<file path="src/rtl/conv_encoder_param_pkg.sv">
// Shared types and default constants for the tail-biting rate-1/3 convolutional encoder.
// Package name is conv_pkg; it is imported by the interface, the output FIFO and the encoder top.
package conv_pkg;

    typedef enum logic [1:0] {
        ST_IDLE,
        ST_LOAD,
        ST_ENC,
        ST_DRAIN
    } conv_state_e;

    localparam int K_DEFAULT = 7;

    // Generator taps: MSB multiplies the current input bit.
    localparam logic [K_DEFAULT-1:0] G0_DEFAULT = 7'o133;
    localparam logic [K_DEFAULT-1:0] G1_DEFAULT = 7'o171;
    localparam logic [K_DEFAULT-1:0] G2_DEFAULT = 7'o165;

    localparam int MAX_LEN_DEFAULT    = 768;
    localparam int FIFO_DEPTH_DEFAULT = 16;
    localparam int LW_DEFAULT         = $clog2(MAX_LEN_DEFAULT + 1);

endpackage

</file>
<file path="src/rtl/conv_encoder_param_if.sv">
// Control, input byte stream, output triplet stream and status of the convolutional encoder.
// The slave modport is the encoder side; the master modport is the block driver/consumer side.
interface conv_encoder_param_if
    import conv_pkg::*;
#(
    parameter int LW = LW_DEFAULT
);

    logic          start;
    logic [LW-1:0] blk_len;
    logic [7:0]    tail_byte;

    logic [7:0]    in_data;
    logic          in_valid;
    logic          in_rdy;

    logic [7:0]    q0;
    logic [7:0]    q1;
    logic [7:0]    q2;
    logic          out_valid;
    logic          out_rdy;

    logic          busy;
    logic          done;
    logic          err;

    modport master (
        output start, blk_len, tail_byte, in_data, in_valid, out_rdy,
        input  in_rdy, q0, q1, q2, out_valid, busy, done, err
    );

    modport slave (
        input  start, blk_len, tail_byte, in_data, in_valid, out_rdy,
        output in_rdy, q0, q1, q2, out_valid, busy, done, err
    );

endinterface

</file>
<file path="src/rtl/conv_encoder_param_out_fifo.sv">
// First-word-fall-through FIFO holding encoded byte triplets {q2, q1, q0}.
// Head data reads as zero while empty so the outputs are clean after reset.
module conv_out_fifo
    import conv_pkg::*;
#(
    parameter int WIDTH = 24,
    parameter int DEPTH = FIFO_DEPTH_DEFAULT
) (
    input  logic             clk,
    input  logic             reset,
    input  logic             push,
    input  logic [WIDTH-1:0] wdata,
    input  logic             pop,
    output logic [WIDTH-1:0] rdata,
    output logic             empty,
    output logic             full
);

    localparam int AW = $clog2(DEPTH);
    localparam logic [AW:0] PTR_ONE = 1;

    logic [WIDTH-1:0] mem [DEPTH];
    logic [AW:0]      wr_ptr;
    logic [AW:0]      rd_ptr;
    logic             do_push;
    logic             do_pop;

    // Extra pointer MSB distinguishes full from empty when the indices match.
    always_comb begin
        empty   = (wr_ptr == rd_ptr);
        full    = (wr_ptr[AW] != rd_ptr[AW]) && (wr_ptr[AW-1:0] == rd_ptr[AW-1:0]);
        do_push = push && !full;
        do_pop  = pop && !empty;
        rdata   = empty ? '0 : mem[rd_ptr[AW-1:0]];
    end

    always_ff @(posedge clk) begin
        if (reset) begin
            wr_ptr <= '0;
            rd_ptr <= '0;
        end else begin
            if (do_push) begin
                wr_ptr <= wr_ptr + PTR_ONE;
            end
            if (do_pop) begin
                rd_ptr <= rd_ptr + PTR_ONE;
            end
        end
    end

    always_ff @(posedge clk) begin
        if (do_push) begin
            mem[wr_ptr[AW-1:0]] <= wdata;
        end
    end

endmodule

</file>
<file path="src/rtl/conv_encoder_param.sv">
// Tail-biting rate-1/3 convolutional encoder: one input bit per clock, LSB first, byte triplets out.
// Optional macro CONV_BLK_CNT_EN adds a 16-bit blk_cnt port counting completed blocks.
module conv_encoder_param
    import conv_pkg::*;
#(
    parameter int           K             = K_DEFAULT,
    parameter logic [K-1:0] G0            = K'(G0_DEFAULT),
    parameter logic [K-1:0] G1            = K'(G1_DEFAULT),
    parameter logic [K-1:0] G2            = K'(G2_DEFAULT),
    parameter int           MAX_LEN_BYTES = MAX_LEN_DEFAULT,
    parameter int           FIFO_DEPTH    = FIFO_DEPTH_DEFAULT
) (
    input  logic                 clk,
    input  logic                 reset,
    conv_encoder_param_if.slave  bus
`ifdef CONV_BLK_CNT_EN
    ,
    output logic [15:0]          blk_cnt
`endif
);

    localparam int            LW      = $clog2(MAX_LEN_BYTES + 1);
    localparam logic [LW-1:0] MAX_LEN = LW'(MAX_LEN_BYTES);
    localparam logic [LW-1:0] CNT_ONE = 1;

    conv_state_e   state;
    conv_state_e   state_nxt;

    logic [2:0]    bit_cnt;
    logic [7:0]    byte_r;
    logic [K-2:0]  hist;
    logic [K-2:0]  hist_pre;
    logic [LW-1:0] len_r;
    logic [LW-1:0] byte_cnt;
    logic [6:0]    acc0;
    logic [6:0]    acc1;
    logic [6:0]    acc2;
    logic          done_r;
    logic          err_r;

    logic          start_ok;
    logic          in_rdy_c;
    logic          accept;
    logic          advance;
    logic          push;
    logic          last_byte;
    logic          cur_bit;
    logic [K-1:0]  state_vec;
    logic          d0;
    logic          d1;
    logic          d2;

    logic          fifo_full;
    logic          fifo_empty;
    logic          fifo_pop;
    logic [23:0]   fifo_wdata;
    logic [23:0]   fifo_rdata;

    // Bit 0 of a byte is encoded straight from in_data on the accept clock,
    // which keeps the rate at exactly one byte per 8 clocks.
    always_comb begin
        start_ok   = bus.start && (bus.blk_len != '0) && (bus.blk_len <= MAX_LEN);
        in_rdy_c   = (state == ST_ENC) && (bit_cnt == '0) && !fifo_full;
        accept     = in_rdy_c && bus.in_valid;
        advance    = (state == ST_ENC) && ((bit_cnt != '0) || accept);
        cur_bit    = (bit_cnt == '0) ? bus.in_data[0] : byte_r[bit_cnt];
        state_vec  = {cur_bit, hist};
        d0         = ^(state_vec & G0);
        d1         = ^(state_vec & G1);
        d2         = ^(state_vec & G2);
        push       = advance && (bit_cnt == 3'd7);
        last_byte  = (byte_cnt == len_r);
        fifo_wdata = {d2, acc2, d1, acc1, d0, acc0};
        fifo_pop   = !fifo_empty && bus.out_rdy;
    end

    always_ff @(posedge clk) begin
        if (reset) begin
            state <= ST_IDLE;
        end else begin
            state <= state_nxt;
        end
    end

    always_comb begin
        state_nxt = state;
        case (state)
            ST_IDLE: begin
                if (start_ok) begin
                    state_nxt = ST_LOAD;
                end
            end
            ST_LOAD: begin
                state_nxt = ST_ENC;
            end
            ST_ENC: begin
                if (push && last_byte) begin
                    state_nxt = ST_DRAIN;
                end
            end
            ST_DRAIN: begin
                if (fifo_empty) begin
                    state_nxt = ST_IDLE;
                end
            end
            default: begin
                state_nxt = ST_IDLE;
            end
        endcase
    end

    always_ff @(posedge clk) begin
        if (reset) begin
            bit_cnt  <= '0;
            byte_r   <= '0;
            hist     <= '0;
            hist_pre <= '0;
            len_r    <= '0;
            byte_cnt <= '0;
            acc0     <= '0;
            acc1     <= '0;
            acc2     <= '0;
            done_r   <= 1'b0;
            err_r    <= 1'b0;
        end else begin
            done_r <= push && last_byte;
            err_r  <= (state == ST_IDLE) && bus.start && !start_ok;

            // tail_byte[7] is the most recent history bit, landing next to the current-bit tap.
            if ((state == ST_IDLE) && start_ok) begin
                len_r    <= bus.blk_len;
                hist_pre <= bus.tail_byte[7 -: K-1];
                byte_cnt <= '0;
            end

            if (state == ST_LOAD) begin
                hist    <= hist_pre;
                bit_cnt <= '0;
            end

            // Accumulators shift right so bit i of the finished byte is input bit i.
            if (advance) begin
                hist    <= state_vec[K-1:1];
                acc0    <= {d0, acc0[6:1]};
                acc1    <= {d1, acc1[6:1]};
                acc2    <= {d2, acc2[6:1]};
                bit_cnt <= bit_cnt + 3'd1;
                if (accept) begin
                    byte_r   <= bus.in_data;
                    byte_cnt <= byte_cnt + CNT_ONE;
                end
            end
        end
    end

    conv_out_fifo #(
        .WIDTH (24),
        .DEPTH (FIFO_DEPTH)
    ) u_out_fifo (
        .clk   (clk),
        .reset (reset),
        .push  (push),
        .wdata (fifo_wdata),
        .pop   (fifo_pop),
        .rdata (fifo_rdata),
        .empty (fifo_empty),
        .full  (fifo_full)
    );

    always_comb begin
        bus.in_rdy    = in_rdy_c;
        bus.out_valid = !fifo_empty;
        bus.q0        = fifo_rdata[7:0];
        bus.q1        = fifo_rdata[15:8];
        bus.q2        = fifo_rdata[23:16];
        bus.busy      = (state != ST_IDLE);
        bus.done      = done_r;
        bus.err       = err_r;
    end

`ifdef CONV_BLK_CNT_EN
    always_ff @(posedge clk) begin
        if (reset) begin
            blk_cnt <= '0;
        end else if (done_r) begin
            blk_cnt <= blk_cnt + 16'd1;
        end
    end
`endif

endmodule

</file>
<file path="src/flat_wrapper.sv">
// flat-port wrapper written by rule: the top's interface ports become plain ports
module conv_encoder_param_flat import conv_pkg::*;
#(
    parameter int           K             = K_DEFAULT,
    parameter logic [K-1:0] G0            = K'(G0_DEFAULT),
    parameter logic [K-1:0] G1            = K'(G1_DEFAULT),
    parameter logic [K-1:0] G2            = K'(G2_DEFAULT),
    parameter int           MAX_LEN_BYTES = MAX_LEN_DEFAULT,
    parameter int           FIFO_DEPTH    = FIFO_DEPTH_DEFAULT
)
  (clk, reset, bus_start, bus_blk_len, bus_tail_byte, bus_in_data, bus_in_valid, bus_out_rdy, bus_in_rdy, bus_q0, bus_q1, bus_q2, bus_out_valid, bus_busy, bus_done, bus_err);
  conv_encoder_param_if bus_i ();
  input  logic clk;
  input  logic reset;
  input wire logic [$bits(bus_i.start)-1:0] bus_start;
  input wire logic [$bits(bus_i.blk_len)-1:0] bus_blk_len;
  input wire logic [$bits(bus_i.tail_byte)-1:0] bus_tail_byte;
  input wire logic [$bits(bus_i.in_data)-1:0] bus_in_data;
  input wire logic [$bits(bus_i.in_valid)-1:0] bus_in_valid;
  input wire logic [$bits(bus_i.out_rdy)-1:0] bus_out_rdy;
  output wire logic [$bits(bus_i.in_rdy)-1:0] bus_in_rdy;
  output wire logic [$bits(bus_i.q0)-1:0] bus_q0;
  output wire logic [$bits(bus_i.q1)-1:0] bus_q1;
  output wire logic [$bits(bus_i.q2)-1:0] bus_q2;
  output wire logic [$bits(bus_i.out_valid)-1:0] bus_out_valid;
  output wire logic [$bits(bus_i.busy)-1:0] bus_busy;
  output wire logic [$bits(bus_i.done)-1:0] bus_done;
  output wire logic [$bits(bus_i.err)-1:0] bus_err;
  assign bus_i.start = bus_start;
  assign bus_i.blk_len = bus_blk_len;
  assign bus_i.tail_byte = bus_tail_byte;
  assign bus_i.in_data = bus_in_data;
  assign bus_i.in_valid = bus_in_valid;
  assign bus_i.out_rdy = bus_out_rdy;
  assign bus_in_rdy = bus_i.in_rdy;
  assign bus_q0 = bus_i.q0;
  assign bus_q1 = bus_i.q1;
  assign bus_q2 = bus_i.q2;
  assign bus_out_valid = bus_i.out_valid;
  assign bus_busy = bus_i.busy;
  assign bus_done = bus_i.done;
  assign bus_err = bus_i.err;
  conv_encoder_param #(.K(K), .G0(G0), .G1(G1), .G2(G2), .MAX_LEN_BYTES(MAX_LEN_BYTES), .FIFO_DEPTH(FIFO_DEPTH)) u_core (.clk(clk), .reset(reset), .bus(bus_i));
endmodule
</file>
<file path="config.mk">
export PLATFORM = sky130hd
export DESIGN_NAME = conv_encoder_param_flat
export DESIGN_NICKNAME = d
export VERILOG_FILES = /design/src/rtl/conv_encoder_param_pkg.sv /design/src/rtl/conv_encoder_param_if.sv /design/src/rtl/conv_encoder_param_out_fifo.sv /design/src/rtl/conv_encoder_param.sv /design/src/flat_wrapper.sv
export SDC_FILE = /design/constraint.sdc
export NUM_CORES = 1
export LEC_CHECK = 0
export ABC_AREA = 1
export CELL_PAD_IN_SITES_DETAIL_PLACEMENT = 0
export CELL_PAD_IN_SITES_GLOBAL_PLACEMENT = 2
export CORE_ASPECT_RATIO = 0.5
export CORE_UTILIZATION = 39
export CTS_CLUSTER_SIZE = 40
export DETAILED_ROUTE_END_ITERATION = 6
export PLACE_DENSITY = 0.8
export SYNTH_ARGS = -nofsm -noshare
export SYNTH_HDL_FRONTEND = slang
export SYNTH_SLANG_ARGS = --single-unit
</file>
<file path="constraint.sdc">
create_clock -name clk -period 3.2 [get_ports clk]
set_input_delay 0.96 -clock clk [delete_from_list [all_inputs] [get_ports clk]]
set_output_delay 0.96 -clock clk [all_outputs]
set_load 0.01 [all_outputs]
</file>
Yosys cells after proc, flatten, opt, wreduce, memory -nomap -nowiden
Memories as Yosys holds them, arrays and structs flattened. A register that Yosys moved wholly into a read port is not among the register bits.
Cells that the tools add are included.
{ "classes": {"eq_ne": 11, "reduce_logical": 30, "order_cmp": 2, "n_addsub": 4, "mux": 19} }
{ "ops": {"columns": ["cell", "n"], "rows": [
  ["10-bit two-way mux", 3],
  ["24-bit two-way mux", 1],
  ["7-bit XOR reduction", 3],
  ["1-bit logical AND", 15],
  ["6-bit two-way mux", 2],
  ["10-bit by 1-bit adder with 10-bit output (second input constant)", 1],
  ["5-bit by 1-bit adder with 5-bit output (second input constant)", 2],
  ["10-bit == test", 1],
  ["10-bit less-or-equal comparator (second input constant)", 1],
  ["10-bit nonzero test", 1],
  ["4-bit two-way mux", 2],
  ["2-bit one-hot mux with 4 select lines", 1],
  ["2-bit two-way mux", 3],
  ["3-bit two-way mux", 2],
  ["5-bit == test", 1],
  ["2-bit == test (second input constant)", 2],
  ["4-bit == test", 1],
  ["3-bit by 4-bit < comparator with 1-bit output (second input constant)", 1],
  ["1-bit two-way mux", 4],
  ["2-bit by 1-bit inequality test with 1-bit output (second input constant)", 2],
  ["2-bit nonzero test", 2],
  ["3-bit by 1-bit adder with 3-bit output (second input constant)", 1],
  ["1-bit binary-select mux with 3-bit select", 1],
  ["3-bit == test (second input constant)", 1],
  ["10 further kinds", 12]
]} }
{ "word_totals": {"n_memories": 1, "ram_bits": 384, "reg_bits": 78} }
{ "memory_table": {"columns": ["name", "depth", "word_bits", "rd", "rd_clocked_by_memory_dff", "write_ports", "line", "rtl"], "rows": [
  ["u_core.u_out_fifo.mem", 16, 24, 1, 1, 1, "conv_encoder_param_out_fifo.sv:22", "logic [WIDTH-1:0] mem [DEPTH];"]
]} }

Logic depth before layout (Yosys ltp)
Gate-level depths: netlist of the first run.
{ "depth": {"depth_word": 11, "mapped_depth": 14} }

Modules after synthesis
From an unflattened synthesis of the first run, not the netlist that was laid out.
{ "hier_totals": {"cells_unflattened": 2070, "area_unflattened_um2": 20196.9} }
{ "modules_own_cells": {"columns": ["mod", "cells_per_inst", "seq_area_each_um2", "area_per_inst_um2", "instances"], "rows": [
  ["conv_out_fifo", 1634, 11811.3, 17005.1, 1],
  ["conv_encoder_param", 436, 1361.3, 3191.8, 1]
]} }

Worst setup path before layout of the first run
No wires, ideal clock.
{ "synth_path": {"path_kind": "reg2reg", "startpoint": "reg u_core.bit_cnt[0]", "endpoint": "mem u_core.u_out_fifo.mem[11][0] (enable)", "setup_time_ns": 0.405, "arrival_ns": 2.704, "n_path_buf": 0, "synth_period_minus_slack_ns": 3.109, "setup_slack_ns": 0.091, "stages_incl_launch_ff": 15, "path_cell_list": "dfxtp_1 -> inv_1 -> ha_1 -> inv_1 -> nor2_4 -> inv_2 -> nor2_2 -> nand3_4 -> nand2_2 -> nand2_4 -> nor2_4 -> nand2_4 -> inv_6 -> nand2_1 -> nor2_1"} }
{ "synth_via": {"elab_chain_cells": 10, "elab_cells_between_ends": 12} }
{ "synth_lines": {"columns": ["element", "line", "rtl"], "rows": [
  ["from (decl)", "conv_encoder_param.sv:29", "logic [2:0] bit_cnt;"],
  ["from (signal assigned)", "conv_encoder_param.sv:147", "bit_cnt <= bit_cnt + 3'd1;"],
  ["3-bit zero test", "conv_encoder_param.sv:63", "in_rdy_c = (state == ST_ENC) && (bit_cnt == '0) && !fifo_full;"],
  ["1-bit logical AND (2 in a row)", "conv_encoder_param.sv:63", null],
  ["1-bit logical AND", "conv_encoder_param.sv:64", "accept = in_rdy_c && bus.in_valid;"],
  ["1-bit logical OR", "conv_encoder_param.sv:65", "advance = (state == ST_ENC) && ((bit_cnt != '0) || accept);"],
  ["1-bit logical AND", "conv_encoder_param.sv:65", null],
  ["1-bit logical AND *", "conv_encoder_param.sv:71", "push = advance && (bit_cnt == 3'd7);"],
  ["1-bit logical AND *", "conv_encoder_param_out_fifo.sv:32", "do_push = push && !full;"],
  ["1-bit two-way mux *", "conv_encoder_param_out_fifo.sv:52", "if (do_push) begin"],
  ["1-bit two-way mux (not written as such) *", "conv_encoder_param_out_fifo.sv:53", "mem[wr_ptr[AW-1:0]] <= wdata;"],
  ["to (decl)", "conv_encoder_param_out_fifo.sv:22", null]
]} }
Every way passes the cells marked *; elsewhere a longest branch is shown, timed or not.

==> results of run 1 <==
-- where the power goes --
group | switching (mW) | internal [mW]
clock | 2.32 | 3.05
combinational | 1.20 | 0.886
sequential | 0.169 | 6.79
total | 3.68 | 10.7
-- routing by layer --
layer  wire length (µm)  global-route usage  share of wire  vias up
met5                  0                   0              0        -
met4               1036             0.05475          0.020        0
met3               3373             0.03113          0.067       61
met2              23210              0.3261           0.46      389
met1              23100              0.2862           0.46     6232
li1                   -                   -              -     5853
-- worst paths after layout --
kind	start	endpoint
worst min-delay path	u_core.byte_r[7]$_SDFFE_PP0P_	u_core.byte_r[7]$_SDFFE_PP0P_
worst max-delay path	flip-flop	bus_q2[3]
worst max register to register	u_core.bit_cnt[1]$_SDFFE_PP0P_	u_core.u_out_fifo.mem[9][5]$_DFFE_PP_
worst min register to register	u_core.byte_r[7]$_SDFFE_PP0P_	u_core.byte_r[7]$_SDFFE_PP0P_
-- flip-flops by register name (all words and copies together), names as in the netlist, named ones only --
| signal | cells |
|---|---|
| u_core.hist | 6 |
| u_core.u_out_fifo.rd_ptr | 5 |
| u_core.byte_cnt | 10 |
| u_core.bus.done | 1 |
| u_core.state | 2 |
| u_core.hist_pre | 6 |
| u_core.acc1 | 7 |
| u_core.bus.err | 1 |
| u_core.acc0 | 7 |
| u_core.acc2 | 7 |
| u_core.u_out_fifo.mem | 384 |
| u_core.u_out_fifo.wr_ptr | 5 |
| u_core.len_r | 10 |
| u_core.byte_r | 8 |
| u_core.bit_cnt | 3 |
-- cell type report --
class,instances,share of cell area
Clock inverter,23,0.01202
Tap cell,638,0.03394
Sequential cell,466,0.5611
Multi-Input combinational cell,840,0.2270
Inverter,147,0.02404
Clock buffer,56,0.05043
Timing Repair Buffer,166,0.09149
-- worst max-delay path: stages, from the launching register on --
cell      delay, ns
dfxtp_4        0.38
buf_12         0.15
buf_12         0.12
buf_16         0.13
buf_6          0.11
buf_6          0.10
a21oi_2        0.10
o21ai_1        0.07
o211ai_1       0.10
nand3_1        0.13
a21oi_2        0.24
buf_2          0.17
-- Yosys cell counts, types with 8 or more instances --
master	instances	area, µm²
ha_1	14	175.2
o211ai_1	97	728.2
mux2i_1	96	960.9
a21oi_1	162	810.8
inv_2	9	33.78
buf_4	14	105.1
nor2_1	100	375.4
dfxtp_1	82	1642
nand3_1	67	335.3
nand2_2	8	50.05
clkbuf_1	50	187.7
nand2_1	88	330.3
o21ai_1	15	75.07
inv_1	136	510.5
o21ai_0	137	685.7
edfxtp_1	384	11530
buf_2	20	100.1
-- stage by stage --
stage	utilization	worst slack (ns)	power [mW]
6_report	0.4937	-0.1132	14.41
5_1_grt	0.4937	-0.1546	14.92
4_1_cts	0.4904	-0.1214	14.43
3_5_place_dp	0.4417	0.1242	8.774
3_3_place_gp	0.4417	0.1442	8.714
2_1_floorplan	-	0.09133	8.140
-- repair_timing --
action	4_1_cts	5_1_grt
setup endpoints to repair	26	24
buffers inserted	28	6
pin swaps	42	54
gates cloned	13	3
resized for setup	204	74
-- logic make-up after synthesis --
logic type                 count (synthesis)  share of synthesized area
DFF                                      466                     0.6878
buffers and inverters                    239                    0.05155
and+or+nand+nor                          293                    0.06938
xor gates and xnor gates                  12                   0.006206
AOI/OAI and AO/OA                        425                     0.1258
muxes                                     96                    0.05017
adders and majority gates                 14                   0.009146
==> impl_metrics.ini, run 1 <==
[finish]
seqCellArea_mm2 = 0.01320
diodes = 0
drive_above_1_share = 0.1885
instances_no_fill = 2336
layout_commonest_cell = edfxtp_1
syn2layout_area_growth_pct = 22.82
multi_input_area_mm2 = 0.005340
nets = 1709
final_cell_mix = 384 x edfxtp_1, 130 x inv_1, 112 x a21oi_1
fillers = 4044
final_area_mm2 = 0.02352

[drt]
routed_via_density = 5.366
routed_wirelength_um = 50720
vias = 12540
first_iter_violations = 1140
wl_per_cell_um = 21.71
drc = 0
ant_nets = 0
drtPass1Iterations = 5

[timing]
slew_viol_final = 0
setup-violations-final = 2
finalCriticalPeriod_ns = 3.313
hold_ws_ns = 0.4657
rsz0062_at_grt = true
slew-limit-headroom = 0.5732
min_period_over_period = 1.035
fin_skew_ns = 0.02872
timing.final.ws_setup_ns = -0.1132
fin_setup_tns_ns = -0.1541
tightest_slew_ns = 0.6393
hold_viol = 0
max_freq_mhz = 301.8

[yosys]
synth.avg_cell_area_um2 = 12.40
synthCells = 1545
synth-seq-cells = 466
yosysWarnings = 0
seq_area_frac_synth = 0.6878
synthArstFlopShare = 0
synth.distinct_cells = 41
syn-num-nets = 1590
synthesis.area_mm2 = 0.01915
synth_top_flop_cell = edfxtp_1
synth-edff-count = 384

[cts]
htree_num_levels = 2
cts.path.max_buffers = 3
numCtsBuffers = 43
clk_latency_ns = 0.58
cts_tree = yes
ctsHoldBuffers = 0
clock-sinks = 466
path_clk_slew_ns = 0.06
clock-root-buffer = clkbuf_16

[floorplan]
io_pins = 60
fp.dieW_um = 315.4
rows = 56
die_y_um = 158.7
initial_core_util = 0.4020
core_area_mm2 = 0.04765
die-area_mm2 = 0.05005

[critical_path]
r2r_cells = 15
start_kind = flip-flop
worst-endpoint-arrival_ns = 2.35
r2r_slack_ns = 0.72
path_max_fanout = 5
cp-end-kind = output port
worst_ep_required_time_ns = 2.24
criticalPathCategory = reg2out

[power]
p_leak_nw = 8.003
p_per_area_mw_per_mm2 = 612.6
vdd_drop_max_v = 0.0004476

[placement]
place_inst = 2213
dpl_cell_area_mm2 = 0.02105
dp_hpwl_um = 26230
gp_congestion = 0.7834
port_buffers = 57

[min_path]
min_path_cells = 2
holdCritPathClass = reg2reg

[global_route]
grt_max_degree = 49
antenna_found_initial = 0
grt_overflow = 0
grt_pass1_vias = 12160
grt.total_usage = 0.2027
grt_pass1_wl_um = 75250

[run_status]
status = finished, violations left
violations = negative setup slack

[job]
max-cap-violations = 0
Note: power is estimated with default switching activity, not from simulation.
==> inputs of run 2 (changes only) <==
--- a/config.mk
+++ b/config.mk
@@ -9,6 +9,7 @@
 export CELL_PAD_IN_SITES_DETAIL_PLACEMENT = 0
 export CELL_PAD_IN_SITES_GLOBAL_PLACEMENT = 2
 export CORE_ASPECT_RATIO = 0.5
+export CORE_MARGIN = 5
 export CORE_UTILIZATION = 39
 export CTS_CLUSTER_SIZE = 40
 export DETAILED_ROUTE_END_ITERATION = 6
==> run 2 against run 1 <==
Compared with the run above: the flow now finishes without violations; sequential share of layout area is 0.69 points higher; sequential power hardly changed; flip-flop and latch count stayed put; worst setup slack better by 0.13 ns; critical path depth is 3 lower; register-to-register slack better by 0.05 ns; combinational power is 3% lower; die area is 7.7% higher; via count is 1.2% lower; routed wire length is 2.3% lower.
==> impl_metrics.ini, run 2 (synthesized netlist as in run 1, its figures left out) <==
[cts]
cts_tree = yes
cts.path.max_buffers = 3
clk_latency_ns = 0.56
htree_num_levels = 2
clock-root-buffer = clkbuf_16
ctsHoldBuffers = 0
clock-sinks = 466
numCtsBuffers = 43
path_clk_slew_ns = 0.07

[timing]
min_period_over_period = 0.9956
finalCriticalPeriod_ns = 3.186
setup-violations-final = 0
timing.final.ws_setup_ns = 0.01419
fin_setup_tns_ns = 0
max_freq_mhz = 313.9
rsz0062_at_grt = true
slew_viol_final = 0
fin_skew_ns = 0.01828
tightest_slew_ns = 0.6327
hold_viol = 0
slew-limit-headroom = 0.5776

[critical_path]
criticalPathCategory = reg2out
crit_slowest_cell = dfxtp_4
cp_common_cell = buf_12
path_cells = buf_12, buf_12, buf_16, mux2i_1, o211ai_1, nand3_1, a21oi_4, buf_6
crit_buf_inv = 4
worst-endpoint-arrival_ns = 2.23
cp_top_family = buffers and inverters
worst_ep_required_time_ns = 2.24
path_max_fanout = 6
start_kind = flip-flop
cpPeakStageDelay_ns = 0.41
cp-end-kind = output port

[floorplan]
initial_core_util = 0.3943
die_y_um = 166.7
fp.dieW_um = 323.4
die-area_mm2 = 0.05391
core_area_mm2 = 0.04857
io_pins = 60
rows = 57

[power]
p_per_area_mw_per_mm2 = 597.1
p_int_mw = 10.36
pwr-share-comb = 0.146
p_seq_frac = 0.502
pwr-share-clk = 0.352
vdd_drop_max_v = 0.0003689
p_leak_nw = 7.879
p_sw_mw = 3.522
p_sw_frac = 0.2538

[job]
max-cap-violations = 0

[global_route]
grt_max_degree = 59
grt.total_usage = 0.1763
grt_pass1_wl_um = 72250
grt_pass1_vias = 11830
antenna_found_initial = 0
grt_overflow = 0

[finish]
layout_commonest_cell = edfxtp_1
drive_above_1_share = 0.1837
final_cell_mix = 384 x edfxtp_1, 131 x inv_1, 109 x a21oi_1
final_util = 0.4785
largest_reg_flops = 384
fillers = 4199
multi_input_area_mm2 = 0.005268
diodes = 0
nets = 1706
instances_no_fill = 2342
seqCellArea_mm2 = 0.01320
syn2layout_area_growth_pct = 21.34

[placement]
place_inst = 2224
place_ws_ns = 0.1218
gp_congestion = 0.7770
port_buffers = 57
dp_hpwl_um = 25130

[drt]
routed_via_density = 5.289
ant_nets = 0
first_iter_violations = 1011
vias = 12390
drtPass1Iterations = 5
drc = 0
wl_per_cell_um = 21.16
routed_wirelength_um = 49550

[min_path]
holdCritPathClass = reg2reg

[run_status]
status = completed
run 2: changes by cell type in the layout (fill, tap and decap cells not counted), moves of 4 or more:
cell,before,now
o21ai_0,88,101
nor2_2,1,17
nor2_4,21,5
buf_8,5,1
o21ai_1,63,51
clkinv_2,5,9
buf_6,12,8
run 2: power groups by stage:
stage | sequential, mW | combinational [mW] | clock (mW)
2_1_floorplan | 7.02 | 1.12 | 0
3_3_place_gp | 7.08 | 1.63 | 0
3_5_place_dp | 7.09 | 1.67 | 0
4_1_cts | 6.96 | 1.90 | 4.98
5_1_grt | 6.98 | 2.22 | 5.25
6_report | 6.96 | 2.03 | 4.89
run 2: metrics by stage:
stage | hold slack (ns) | power (mW) | area (µm²)
after global routing | 0.4781 | 14.45 | 23240
final | 0.4633 | 13.88 | 23240
after detailed placement | 0.4562 | 8.762 | 20990
after CTS | 0.4663 | 13.84 | 22840
after global placement | 0.4545 | 8.716 | 20990
after floorplan | 0.4293 | 8.140 | 19150
run 2: layout make-up:
class,instances,share of cell area
clock buffer,56,0.04926
timing repair buffer,163,0.08937
multi-input combinational,840,0.2267
sequential,466,0.5680
clock inverter,21,0.007376
inverter,147,0.02439
tap,649,0.03494
run 2: worst register-to-register path, delay by kind of cell (launching register included):
family	cells	cell delay (ns)
flops	1	0.34
buf+inv	5	0.61
fa+ha+maj	1	0.18
simple gates	9	0.94
run 2: timing repair:
action | CTS | global route
gates cloned | 7 | 8
gates resized for setup | 151 | 90
setup buffers | 22 | 4
setup endpoints to repair | 25 | 24
pin swaps | 27 | 47
run 2: per-layer routing:
metal / global-route usage / share of wire / vias to the layer above
met5: 0 / 0 / -
met4: 0.04356 / 0.020 / 0
met3: 0.03178 / 0.062 / 67
met2: 0.2834 / 0.47 / 360
met1: 0.2502 / 0.45 / 6123
li1: - / - / 5838
run 2: final timing paths:
| check | startpoint | to | slack [ns] | cells after the start |
|---|---|---|---|---|
| worst min register to register | u_core.byte_r[7]$_SDFFE_PP0P_ | u_core.byte_r[7]$_SDFFE_PP0P_ | 0.46 | 2 |
| worst min-delay path | u_core.byte_r[7]$_SDFFE_PP0P_ | u_core.byte_r[7]$_SDFFE_PP0P_ | 0.46 | 2 |
| worst max register to register | u_core.bit_cnt[1]$_SDFFE_PP0P_ | u_core.u_out_fifo.mem[7][1]$_DFFE_PP_ | 0.77 | 15 |
| worst max-delay path | flip-flop | bus_q2[1] | 0.01 | 8 |
